File: config.mk
export PLATFORM = sky130hd
export DESIGN_NAME = instr_prefetch_queue
export DESIGN_NICKNAME = d
export VERILOG_FILES = /design/src/rtl/ifq_pkg.sv /design/src/rtl/ifq_fifo.sv /design/src/rtl/instr_prefetch_queue.sv
export SDC_FILE = /design/constraint.sdc
export NUM_CORES = 1
export LEC_CHECK = 0
export BUFFER_PORTS_ARGS = -buffer_cell sky130_fd_sc_hd__clkbuf_2
export CORE_UTILIZATION = 55
export DETAILED_ROUTE_END_ITERATION = 6
export HOLD_SLACK_MARGIN = 0.02
export PLACE_DENSITY_LB_ADDON = 0.25
export SLEW_MARGIN = 20
export SYNTH_ARGS = -nofsm -noshare
export SYNTH_HDL_FRONTEND = slang
export SYNTH_SLANG_ARGS = --single-unit
File: constraint.sdc
create_clock -name clk -period 4.93 [get_ports clk]
set_input_delay 0.2465 -clock clk [delete_from_list [all_inputs] [get_ports clk]]
set_output_delay 0.2465 -clock clk [all_outputs]
set_load 0.005 [all_outputs]
File: src/rtl/ifq_pkg.sv
// Shared types and constants for the instruction prefetch queue.
package ifq_pkg;

    localparam int IFQ_DEFAULT_DEPTH = 4;
    localparam int INSTR_BYTES       = 4;

    typedef struct packed {
        logic [31:0] pc;
        logic [31:0] instr;
    } ifq_entry_t;

    typedef enum logic [1:0] {
        S_BOOT,
        S_RUN,
        S_FULL
    } ifq_state_e;

endpackage

File: src/rtl/ifq_fifo.sv
// Prefetch FIFO storage with a registered head entry, so the consumer never
// sees a combinational path from the write side.
module ifq_fifo
    import ifq_pkg::*;
#(
    parameter int DEPTH = IFQ_DEFAULT_DEPTH
) (
    input  logic                   clk,
    input  logic                   reset,
    input  logic                   flush,
    input  logic                   push,
    input  logic                   pop,
    input  ifq_entry_t             push_data,
    output ifq_entry_t             head,
    output logic [$clog2(DEPTH):0] count,
    output logic                   full,
    output logic                   empty
);

    localparam int PW = $clog2(DEPTH);
    localparam int CW = $clog2(DEPTH) + 1;

    ifq_entry_t    mem [DEPTH];
    logic [PW-1:0] rd_ptr;
    logic [PW-1:0] wr_ptr;
    logic [PW-1:0] rd_next;
    logic          do_push;
    logic          do_pop;

    assign empty   = (count == '0);
    assign full    = (count == CW'(DEPTH));
    assign do_pop  = pop & ~empty & ~flush;
    assign do_push = push & ~flush & (~full | do_pop);
    assign rd_next = rd_ptr + PW'(1);

    always_ff @(posedge clk) begin
        if (do_push) begin
            mem[wr_ptr] <= push_data;
        end
    end

    // Head is reloaded from the next slot on a pop, or straight from the
    // write data when the queue is (or is about to become) empty.
    // A flush leaves it untouched so deq outputs hold while invalid.
    always_ff @(posedge clk or posedge reset) begin
        if (reset) begin
            rd_ptr <= '0;
            wr_ptr <= '0;
            count  <= '0;
            head   <= '0;
        end else if (flush) begin
            rd_ptr <= '0;
            wr_ptr <= '0;
            count  <= '0;
        end else begin
            if (do_push) begin
                wr_ptr <= wr_ptr + PW'(1);
            end
            if (do_pop) begin
                rd_ptr <= rd_next;
            end
            case ({do_push, do_pop})
                2'b10:   count <= count + CW'(1);
                2'b01:   count <= count - CW'(1);
                default: ;
            endcase
            if (do_pop && count > CW'(1)) begin
                head <= mem[rd_next];
            end else if (do_push && (empty || (do_pop && count == CW'(1)))) begin
                head <= push_data;
            end
        end
    end

endmodule

File: src/rtl/instr_prefetch_queue.sv
// Fetch-side prefetch queue: owns the fetch PC, fills a FIFO from imem and
// flushes on redirect. Define IFQ_PERF_EN to add flush/starve counters.
module instr_prefetch_queue
    import ifq_pkg::*;
#(
    parameter int          DEPTH    = IFQ_DEFAULT_DEPTH,
    parameter logic [31:0] RESET_PC = 32'h0000_0000
) (
    input  logic        clk,
    input  logic        reset,
    output logic [31:0] imem_addr,
    input  logic [31:0] imem_rdata,
    input  logic        redirect_valid,
    input  logic [31:0] redirect_pc,
    output logic        deq_valid,
    input  logic        deq_ready,
    output logic [31:0] deq_pc,
    output logic [31:0] deq_instr
`ifdef IFQ_PERF_EN
    ,
    output logic [31:0] perf_flush_cnt,
    output logic [31:0] perf_starve_cnt
`endif
);

    localparam int CW = $clog2(DEPTH) + 1;

    ifq_state_e    state;
    ifq_state_e    state_next;
    logic [31:0]   fetch_pc;
    logic          push;
    logic          pop;
    logic          full;
    logic          empty;
    logic [CW-1:0] count;
    ifq_entry_t    head;
    ifq_entry_t    push_data;

    assign imem_addr = fetch_pc;
    assign push_data = {fetch_pc, imem_rdata};
    assign deq_valid = ~empty & ~redirect_valid;
    assign pop       = deq_valid & deq_ready;
    assign push      = (state == S_RUN) & ~redirect_valid & (~full | pop);
    assign deq_pc    = head.pc;
    assign deq_instr = head.instr;

    ifq_fifo #(.DEPTH(DEPTH)) u_fifo (
        .clk       (clk),
        .reset     (reset),
        .flush     (redirect_valid),
        .push      (push),
        .pop       (pop),
        .push_data (push_data),
        .head      (head),
        .count     (count),
        .full      (full),
        .empty     (empty)
    );

    // S_BOOT gives imem one cycle to settle; S_FULL blocks fetch until space frees.
    always_comb begin
        state_next = state;
        unique case (state)
            S_BOOT: state_next = S_RUN;
            S_RUN: begin
                if (push && !pop && count == CW'(DEPTH - 1)) begin
                    state_next = S_FULL;
                end
            end
            S_FULL: begin
                if (redirect_valid || pop) begin
                    state_next = S_RUN;
                end
            end
            default: state_next = S_BOOT;
        endcase
    end

    always_ff @(posedge clk or posedge reset) begin
        if (reset) begin
            state    <= S_BOOT;
            fetch_pc <= RESET_PC;
        end else begin
            state <= state_next;
            if (redirect_valid) begin
                fetch_pc <= {redirect_pc[31:2], 2'b00};
            end else if (push) begin
                fetch_pc <= fetch_pc + 32'(INSTR_BYTES);
            end
        end
    end

`ifdef IFQ_PERF_EN
    always_ff @(posedge clk or posedge reset) begin
        if (reset) begin
            perf_flush_cnt  <= '0;
            perf_starve_cnt <= '0;
        end else begin
            if (redirect_valid) begin
                perf_flush_cnt <= perf_flush_cnt + 32'd1;
            end
            if (deq_ready && !deq_valid) begin
                perf_starve_cnt <= perf_starve_cnt + 32'd1;
            end
        end
    end
`endif

endmodule

==> Word-level counts from Yosys, hierarchy flattened <==
Memory sizes are Yosys's and may differ from the RTL's.
Cells that the tools add are included.
{ "word_totals": {"mem_bits_rw": 256, "output_inout_bits": 97, "latchBits": 0, "reg_bits": 105, "n_memories": 1, "rom_bits": 0, "inputBits": 68, "word_cells": 68} }
{ "classes": {"n_bitwise": 13, "n_addsub": 5, "shifts": 0, "div": 0, "n_mul": 0, "n_reduce_logical": 17, "eq_ne": 9, "muxes": 15, "magnitude_cmp": 1} }
{ "memory_table": {"columns": ["name", "words", "width", "rd", "rd_ports_with_merged_regs", "write_ports", "line_no", "source"], "rows": [
  ["u_fifo.mem", 4, 64, 1, 0, 1, "ifq_fifo.sv:23", "ifq_entry_t mem [DEPTH];"]
]} }
{ "ops": {"columns": ["operator", "count"], "rows": [
  ["$mux W64", 2],
  ["$mux W32", 2],
  ["$add A32 B3 Y32 const B", 1],
  ["$mux W2", 6],
  ["$and A1 B1 Y1", 8],
  ["$reduce_bool A2 Y1", 4],
  ["$pmux W2 S3", 1],
  ["$pmux W3 S2", 1],
  ["$logic_and A1 B1 Y1", 5],
  ["$add A2 B1 Y2 const B", 2],
  ["$eq A2 B1 Y1 const B", 2],
  ["$eq A2 B2 Y1 const B", 2],
  ["$reduce_and A2 Y1", 2],
  ["$add A3 B1 Y3 const B", 1],
  ["$eq A3 B1 Y1 const B", 1],
  ["$eq A3 B2 Y1 const B", 1],
  ["$eq A3 B3 Y1 const B", 1],
  ["$gt A3 B1 Y1 const B", 1],
  ["$logic_not A3 Y1", 1],
  ["$mux W3", 1],
  ["$not A1 Y1", 3],
  ["$reduce_bool A3 Y1", 1],
  ["$sub A3 B1 Y3 const B", 1],
  ["$logic_not A2 Y1", 1],
  ["other kinds (6)", 9]
]} }

==> Depth between registers and ports, before layout <==
Gate-level depths: netlist (run 1).
{ "depth": {"word_depth": 11, "mapped_depth": 9, "depth_no_buf": 6} }

==> Hierarchy <==
From an unflattened synthesis (run 1), not the netlist that was laid out.
{ "hier_totals": {"cells_unflattened": 895, "hier_area_um2": 14656.6} }
{ "by_module_without_submodules": {"columns": ["mod", "n_inst", "seq_area_each_um2", "cells_each", "area_each_um2"], "rows": [
  ["ifq_fifo", 1, 9464.1, 681, 12774.8],
  ["instr_prefetch_queue", 1, 800.8, 214, 1881.8]
]} }

==> Worst setup path before layout (run 1) <==
Ideal clock, no wire load.
{ "synth_path": {"path_kind": "register to register", "startpoint": "register u_fifo.count[1]", "endpoint": "memory u_fifo.mem[0][0] in the netlist's numbering (enable)", "setup_slack_ps": 1394, "required_ps": 4503, "synth_period_minus_slack_ps": 3536, "arrival_time_ps": 3109, "path_buffers": 2, "setup_ps": 427, "stages_incl_launch_ff": 8, "path_cell_list": "dfrtp_1 inv_1 ha_1 buf_6 and3b_1 nor2_1 clkbuf_1 and3_1"} }
{ "synth_between": {"elab_chain_len": 10, "word_cells_on_any_way": 15, "classes_between": "eq/ne: 1; mux: 2; bitwise: 11; reduce/logical: 1"} }
{ "synth_rtl": {"columns": ["item", "line_no", "source"], "rows": [
  ["start, declared", "ifq_fifo.sv:15", "output logic [$clog2(DEPTH):0] count,"],
  ["start signal, assigned", "ifq_fifo.sv:63", "2'b10: count <= count + CW'(1);"],
  ["start signal, assigned", "ifq_fifo.sv:64", "2'b01: count <= count - CW'(1);"],
  ["$logic_not A3 Y1", "ifq_fifo.sv:30", "assign empty = (count == '0);"],
  ["$not A1 Y1", "ifq_fifo.sv:32, instr_prefetch_queue.sv:41", null],
  ["$and A1 B1 Y1", "instr_prefetch_queue.sv:41", "assign deq_valid = ~empty & ~redirect_valid;"],
  ["$and A1 B1 Y1", "instr_prefetch_queue.sv:42", "assign pop = deq_valid & deq_ready;"],
  ["$or A1 B1 Y1 or $and A1 B1 Y1 (tied branches)", "instr_prefetch_queue.sv:43, ifq_fifo.sv:32", null],
  ["$and A1 B1 Y1, on equally long branches", "instr_prefetch_queue.sv:43, ifq_fifo.sv:32", null],
  ["$and A1 B1 Y1 or $or A1 B1 Y1 (tied branches)", "ifq_fifo.sv:33", "assign do_push = push & ~flush & (~full | do_pop);"],
  ["$and A1 B1 Y1 *", "ifq_fifo.sv:33", null],
  ["$mux W1 *", "ifq_fifo.sv:37", "if (do_push) begin"],
  ["$mux W1 (not written as such) *", "ifq_fifo.sv:38", "mem[wr_ptr] <= push_data;"],
  ["end, declared", "ifq_fifo.sv:23", null]
]} }
Every way passes the cells marked *; elsewhere a longest branch is shown, timed or not.

==> Worst setup path in the final report (run 1) <==
{ "layout_path": {"startpoint": "register u_fifo.count[1]", "endpoint": "memory u_fifo.mem[2][61] in the netlist's numbering (enable)"} }
Same word-level chain as after synthesis.

==> impl_metrics.json, run 1 <==
{
  "max_cap_viol_count": 0,
  "mostFrequentLayoutCells": "edfxtp_1 (248), clkbuf_2 (158), dfrtp_1 (99), a31oi_1 (80), nand3_1 (79)",
  "setup_viol": 0,
  "cts_buffer_depth": 3,
  "drtIter0Drc": 908,
  "drive_above_1_share_pct": 25.27,
  "total_power_mw": 9.967,
  "grt_start_max_net_pins": 93,
  "track_usage_pct": 27.02,
  "setup_ws_ns": 1.426,
  "clock_latency_ns": 0.51,
  "fp.coreArea_um2": 26210,
  "p_leak_nw": 6.091,
  "layout_commonest_cell": "edfxtp_1",
  "drtAntennaViolNets": 0,
  "worstPathMaxFanout": 62,
  "finalHoldViolations": 0,
  "ctsHoldBuffers": 58,
  "max_freq_mhz": 285.4,
  "worstReg2RegEnd": "u_fifo.mem[2][61]",
  "min_to": "imem_addr[27]",
  "p_per_area_nw_per_um2": 567.2,
  "cts_sinks": 349,
  "skew_ns": 0.009390,
  "worstSetupPathType": "reg -> reg",
  "crit_path_end_kind": "register",
  "syn_avg_cell_area_um2": 14.88,
  "yosys_warnings": 0,
  "die_width_um": 165.8,
  "synth.lib_cells_used.distinct": 53,
  "status": "finished, violations left",
  "synthToLayoutAreaGrowth_pct": 19.05,
  "gp_congestion": 0.8097,
  "min_from": "redirect_pc[27]",
  "dp_slack_ns": 1.500,
  "cpMaxStageDelayCell": "and3_4",
  "fin_nets": 1254,
  "die_area_um2": 27500,
  "synth_top_area_cell": "edfxtp_1",
  "start_util_pct": 56.33,
  "drc": 25,
  "drt_pass1_iterations": 7,
  "die_h_um": 165.8,
  "cts_buffers": 36,
  "critical-path-max-stage-delay_ns": 1.03,
  "ys_seq_area_share_pct": 67.57,
  "final_area_um2": 17570,
  "drt-total-wl_mm": 36.41,
  "critPathRequiredTime_ns": 5.06,
  "critPathArrivalTime_ns": 3.63,
  "final.fill_count": 1812,
  "grt-ovfl-total": 0,
  "cp-start-kind": "register",
  "post_cts_buffers": 0,
  "io_pins": 165,
  "clk_pin_slew_ns": 0.06,
  "whs_ns": 0.03467,
  "cts_resized": 0,
  "ys.flop_type": "edfxtp_1",
  "avgViaCountPerCell": 6.475,
  "holdPathStages": 3,
  "rsz0062_at_grt": "no",
  "port_buffers": 158,
  "cts_tree": "yes",
  "worst_pin_slew_ns": 1.117,
  "ys_top_cells_by_area": "edfxtp_1 (50%), dfrtp_1 (17%), mux4_2 (9.5%)",
  "vias": 9959,
  "synth_top_area_share_pct": 50.45,
  "async_flop_share_pct": 28.94,
  "cts_htree_levels": 2,
  "grt_pass1_vias": 10120,
  "peakVddDrop_mv": 0.3436,
  "violations": "design-rule violations",
  "ys_ff_latch": 349,
  "hp-class": "in -> reg",
  "wire_per_inst_um": 23.67,
  "slew_violations": 0,
  "postPlaceCellArea_um2": 15790,
  "cts-root-buf": "clkbuf_16",
  "rr_worst_depth": 5,
  "synth_edf_count": 248,
  "syn_inst": 992,
  "antennaDiodeCount": 0,
  "grt_pass1_wl_mm": 57.37,
  "ff2ff_setup_slack_ns": 1.43,
  "min_period_over_period_pct": 71.07,
  "rows": 59,
  "timing.rr.start": "u_fifo.count[1]",
  "fin_crit_ns": 3.504,
  "relSlewSlack_pct": 25.28,
  "grt_antenna_before_repair": 0,
  "dp.final_hpwl_mm": 19.53,
  "synthesis.area_um2": 14760,
  "worstPathCellList": "inv_1 > ha_1 > and3b_1 > nor2_1 > and3_4",
  "tns_ns": 0
}
registers in the layout (all words and copies together), names as in the netlist:
name	flops
u_fifo.mem	248
u_fifo.head	62
imem_addr	30
u_fifo.count	3
state	2
u_fifo.rd_ptr	2
u_fifo.wr_ptr	2
worst max-delay path by stage:
stage | from | end | slack, ns | cells after the start
3_5_place_dp | u_fifo.count[1] | u_fifo.mem[0][3] | 1.50 | 5
5_1_grt | u_fifo.count[1] | u_fifo.mem[0][62] | 1.30 | 5
3_3_place_gp | u_fifo.count[0] | u_fifo.mem[2][11] | 1.54 | 5
2_1_floorplan | u_fifo.count[1] | u_fifo.mem[0][0] | 1.39 | 7
6_report | u_fifo.count[1] | u_fifo.mem[2][61] | 1.43 | 5
4_1_cts | u_fifo.count[1] | u_fifo.mem[1][6] | 1.46 | 5
per-layer routing:
layer / share of wire (%) / wire, um / track usage, % / up-vias
met5: 0 / 0 / 0 / -
met3: 8.0 / 2899 / 4.957 / 70
li1: - / - / - / 4378
met2: 48 / 17630 / 43.90 / 477
met1: 41 / 15000 / 37.21 / 5034
met4: 2.4 / 884 / 9.265 / 0
report_power, final:
part           total (mW)  switching, mW  internal (mW)
clock                2.72           1.10           1.61
combinational        2.87           1.84           1.03
sequential           4.38          0.444           3.94
synthesized netlist by cell type (13+ instances only):
master,instances
a211oi_1,62
o31ai_1,14
clkbuf_1,70
dfrtp_1,101
or4_1,18
o21ai_0,76
nand2_1,25
nand3_1,79
a31oi_1,80
nor2_1,26
mux4_2,62
edfxtp_1,248
inv_1,13
critical path, delay by kind of cell (launching register included):
kind	cells	cell delay, ns
DFF	1	0.44
and+or+nand+nor	3	2.22
buffers and inverters	1	0.11
adders and majority gates	1	0.32
stage by stage:
step	instances	util, %
after detailed placement	1413	60.24
final	1538	67.06
after CTS	1536	66.93
after floorplan	995	-
after global routing	1538	67.06
after global placement	1413	60.24
cell families (layout without fill, tap and decap cells):
logic type                 count (synthesis)  after routing  share of synthesized area (%)
DFF                                      349            349                          67.57
AOI/OAI and AO/OA                        259            259                          11.29
and+or+nand+nor                          202            202                          7.450
buffers and inverters                    100            308                          2.814
muxes                                     63             63                          9.527
adders and majority gates                 10             10                         0.8476
xor gates and xnor gates                   8              8                         0.4747
other                                      1              4                        0.02540
area by class of cell:
type | instances | area [um2] | share of cell area, %
Clock inverter | 17 | 195.2 | 1.111
Timing Repair Buffer | 230 | 1504 | 8.558
Sequential cell | 349 | 9980 | 56.79
Inverter | 13 | 53.80 | 0.3062
Multi-Input combinational cell | 546 | 4444 | 25.29
Tap cell | 335 | 419.2 | 2.385
Clock buffer | 48 | 977.2 | 5.561
(Power assumes the default switching activity.)
==> run 2, diff against run 1 <==
--- a/config.mk
+++ b/config.mk
@@ -5,6 +5,7 @@
 export SDC_FILE = /design/constraint.sdc
 export NUM_CORES = 1
 export LEC_CHECK = 0
+export ABC_AREA = 1
 export BUFFER_PORTS_ARGS = -buffer_cell sky130_fd_sc_hd__clkbuf_2
 export CORE_UTILIZATION = 55
 export DETAILED_ROUTE_END_ITERATION = 6
==> constraint.sdc (replaced) <==
create_clock -name clk -period 3.3 [get_ports clk]
set_input_delay 0.165 -clock clk [delete_from_list [all_inputs] [get_ports clk]]
set_output_delay 0.165 -clock clk [all_outputs]
set_load 0.005 [all_outputs]
==> run 2 against run 1 <==
  * The run now ends clean
  * Cell count increased by 46%
  * Die area grew 4.0%
  * Design area rose by 4.7%
  * Clock power grew 51%
  * First-iteration DRC count rose by 16%
  * Critical path type unchanged
  * Global-route usage grew 0.46 points
  * Largest power group unchanged
==> impl_metrics.json, run 2 <==
{
  "cts_buffers": 37,
  "worstPathCellList": "inv_1 > ha_1 > nand2_2 > nand3_4 > nor2_4 > buf_4 > o21ai_0 > nand2_1 > nand2_1",
  "largest_register_ffs": 248,
  "dp_slack_ns": 0.6541,
  "vias": 11980,
  "worstSetupPathType": "reg -> reg",
  "die_area_um2": 28600,
  "critPathRequiredTime_ns": 3.70,
  "grt_start_max_net_pins": 86,
  "track_usage_pct": 27.49,
  "antennaDiodeCount": 0,
  "pwr-share-comb_pct": 29.0,
  "cp-start-kind": "register",
  "setup_ws_ns": 0.6308,
  "die_width_um": 169.1,
  "worstPathMaxFanout": 85,
  "ys_top_cells_by_area": "edfxtp_1 (48%), nand2_1 (20%), dfrtp_1 (16%)",
  "yosysMostFrequentCell": "nand2_1",
  "slew_violations": 0,
  "cpMaxStageDelayCell": "buf_4",
  "grt_pass1_wl_mm": 60.86,
  "cts_resized": 0,
  "skew_ns": 0.01611,
  "ff2ff_setup_slack_ns": 0.63,
  "avgViaCountPerCell": 5.344,
  "critPathArrivalTime_ns": 3.07,
  "synth_top_area_cell": "edfxtp_1",
  "drtAntennaViolNets": 0,
  "drt-total-wl_mm": 38.95,
  "p_per_area_nw_per_um2": 847.1,
  "tns_ns": 0,
  "clock_power_share_pct": 26.4,
  "gp_congestion": 0.8873,
  "min_period_over_period_pct": 80.89,
  "synth_top_area_share_pct": 48.48,
  "peakVddDrop_mv": 0.4961,
  "yosys_warnings": 0,
  "dp.final_hpwl_mm": 23.31,
  "path_common_cell": "nand2_1",
  "status": "complete, no violations",
  "cts_buffer_depth": 3,
  "start_util_pct": 56.52,
  "hp-class": "in -> reg",
  "pwr-share-seq_pct": 44.6,
  "top_register": "u_fifo.mem",
  "setup_viol": 0,
  "ys_seq_area_share_pct": 64.94,
  "synth.lib_cells_used.distinct": 32,
  "relSlewSlack_pct": 33.97,
  "p_switching_mw": 5.535,
  "ys.flop_type": "edfxtp_1",
  "rows": 60,
  "rsz0062_at_grt": "no",
  "cts-root-buf": "clkbuf_16",
  "mostFrequentLayoutCells": "nand2_1 (809), edfxtp_1 (248), nand3_1 (183), clkbuf_2 (158), dfrtp_1 (101)",
  "async_flop_share_pct": 28.94,
  "drive_above_1_share_pct": 13.96,
  "yosys-top-cells-count": "nand2_1 (809), edfxtp_1 (248), nand3_1 (183)",
  "post_layout_nonfiller_instances": 2242,
  "synthesis.area_um2": 15360,
  "grt_antenna_before_repair": 0,
  "syn_inst": 1632,
  "grt_pass1_vias": 11540,
  "fin_crit_ns": 2.669,
  "drc": 0,
  "port_buffers": 158,
  "critical-path-max-stage-delay_ns": 0.74,
  "synth_edf_count": 248,
  "cts_tree": "yes",
  "crit_path_end_kind": "register",
  "grt-ovfl-total": 0,
  "synthToLayoutAreaGrowth_pct": 19.80,
  "max_freq_mhz": 374.6,
  "clk_pin_slew_ns": 0.06,
  "whs_ns": 0.06305,
  "layout_commonest_cell": "nand2_1",
  "fp.coreArea_um2": 27180,
  "max_cap_viol_count": 0,
  "fin_nets": 1920,
  "wire_per_inst_um": 17.37,
  "cts_sinks": 349,
  "finalHoldViolations": 0,
  "place_inst": 2112,
  "drtIter0Drc": 1049,
  "syn_avg_cell_area_um2": 9.412,
  "p_leak_nw": 8.273,
  "ys_ff_latch": 349,
  "io_pins": 165,
  "p_sw_share_pct": 35.51,
  "drt_pass1_iterations": 5,
  "cts_htree_levels": 2,
  "worst_pin_slew_ns": 0.9905,
  "die_h_um": 169.1,
  "internal_power_mw": 10.05,
  "clock_latency_ns": 0.52
}
-- run 2: kinds of logic (layout without fill, tap and decap cells) --
| family | count (synthesis) | in the layout | synth area share (%) |
|---|---|---|---|
| DFF | 349 | 349 | 64.94 |
| other | 1 | 4 | 0.02441 |
| AOI/OAI and AO/OA | 61 | 61 | 2.175 |
| xor gates and xnor gates | 5 | 5 | 0.2851 |
| and+or+nand+nor | 1059 | 1059 | 27.70 |
| adders and majority gates | 10 | 10 | 0.8146 |
| buffers and inverters | 147 | 382 | 4.065 |
-- run 2: final timing paths --
path / from / to / cells past startpoint
min: deq_ready / u_fifo.rd_ptr[1] / 3
max in group asynchronous: reset / u_fifo.head[36] / 4
max reg2reg: u_fifo.count[0] / u_fifo.head[38] / 9
min in group asynchronous: reset / u_fifo.head[23] / 3
max: u_fifo.count[0] / u_fifo.head[38] / 9
min reg2reg: u_fifo.head[17] / u_fifo.head[17] / 2
-- run 2: power groups by stage --
| stage | sequential [mW] | clock, mW | combinational, mW |
|---|---|---|---|
| floorplan | 6.78 | 0 | 2.83 |
| global placement | 6.95 | 0 | 4.36 |
| detailed placement | 7.01 | 0 | 4.46 |
| CTS | 6.93 | 4.15 | 4.54 |
| global route | 7.07 | 4.32 | 5.07 |
| finish | 6.95 | 4.12 | 4.52 |
-- run 2: area by class of cell --
cell class | instances | area (um2)
clock buffers | 49 | 1033
clock inverters | 18 | 167.7
fillers | 2083 | 8775
inverters | 68 | 259.0
multi-input cells | 1139 | 4810
flip-flops and latches | 349 | 9975
well taps | 372 | 465.4
repair buffers | 247 | 1692
-- run 2: layer usage --
layer / up-vias / routed length, um / global-route usage (%)
met2: 522 / 19100 / 46.60
met4: 0 / 920 / 8.931
li1: 5750 / - / -
met5: - / 0 / 0
met3: 69 / 2849 / 3.507
met1: 5641 / 16080 / 36.99
-- run 2: timing repair --
action	in CTS	in global routing
hold buffers	63	0
setup buffers	0	0
hold endpoints to repair	244	0
-- run 2: worst max-delay path, delay by kind of cell, from the launching register on --
| kind | cells | cell delay [ns] |
|---|---|---|
| buffers and inverters | 2 | 0.85 |
| AND/OR/NAND/NOR | 5 | 0.64 |
| AO/OA/AOI/OAI | 1 | 0.38 |
| flip-flops | 1 | 0.37 |
| adder cells (fa/ha/maj) | 1 | 0.26 |
-- run 2: stage by stage --
step | util [%] | cell area [um2] | power, mW
after global routing | 67.71 | 18400 | 16.47
after global placement | 60.97 | 16570 | 11.31
after CTS | 67.71 | 18400 | 15.62
final | 67.71 | 18400 | 15.59
after detailed placement | 60.97 | 16570 | 11.47
after floorplan | - | 15380 | 9.611
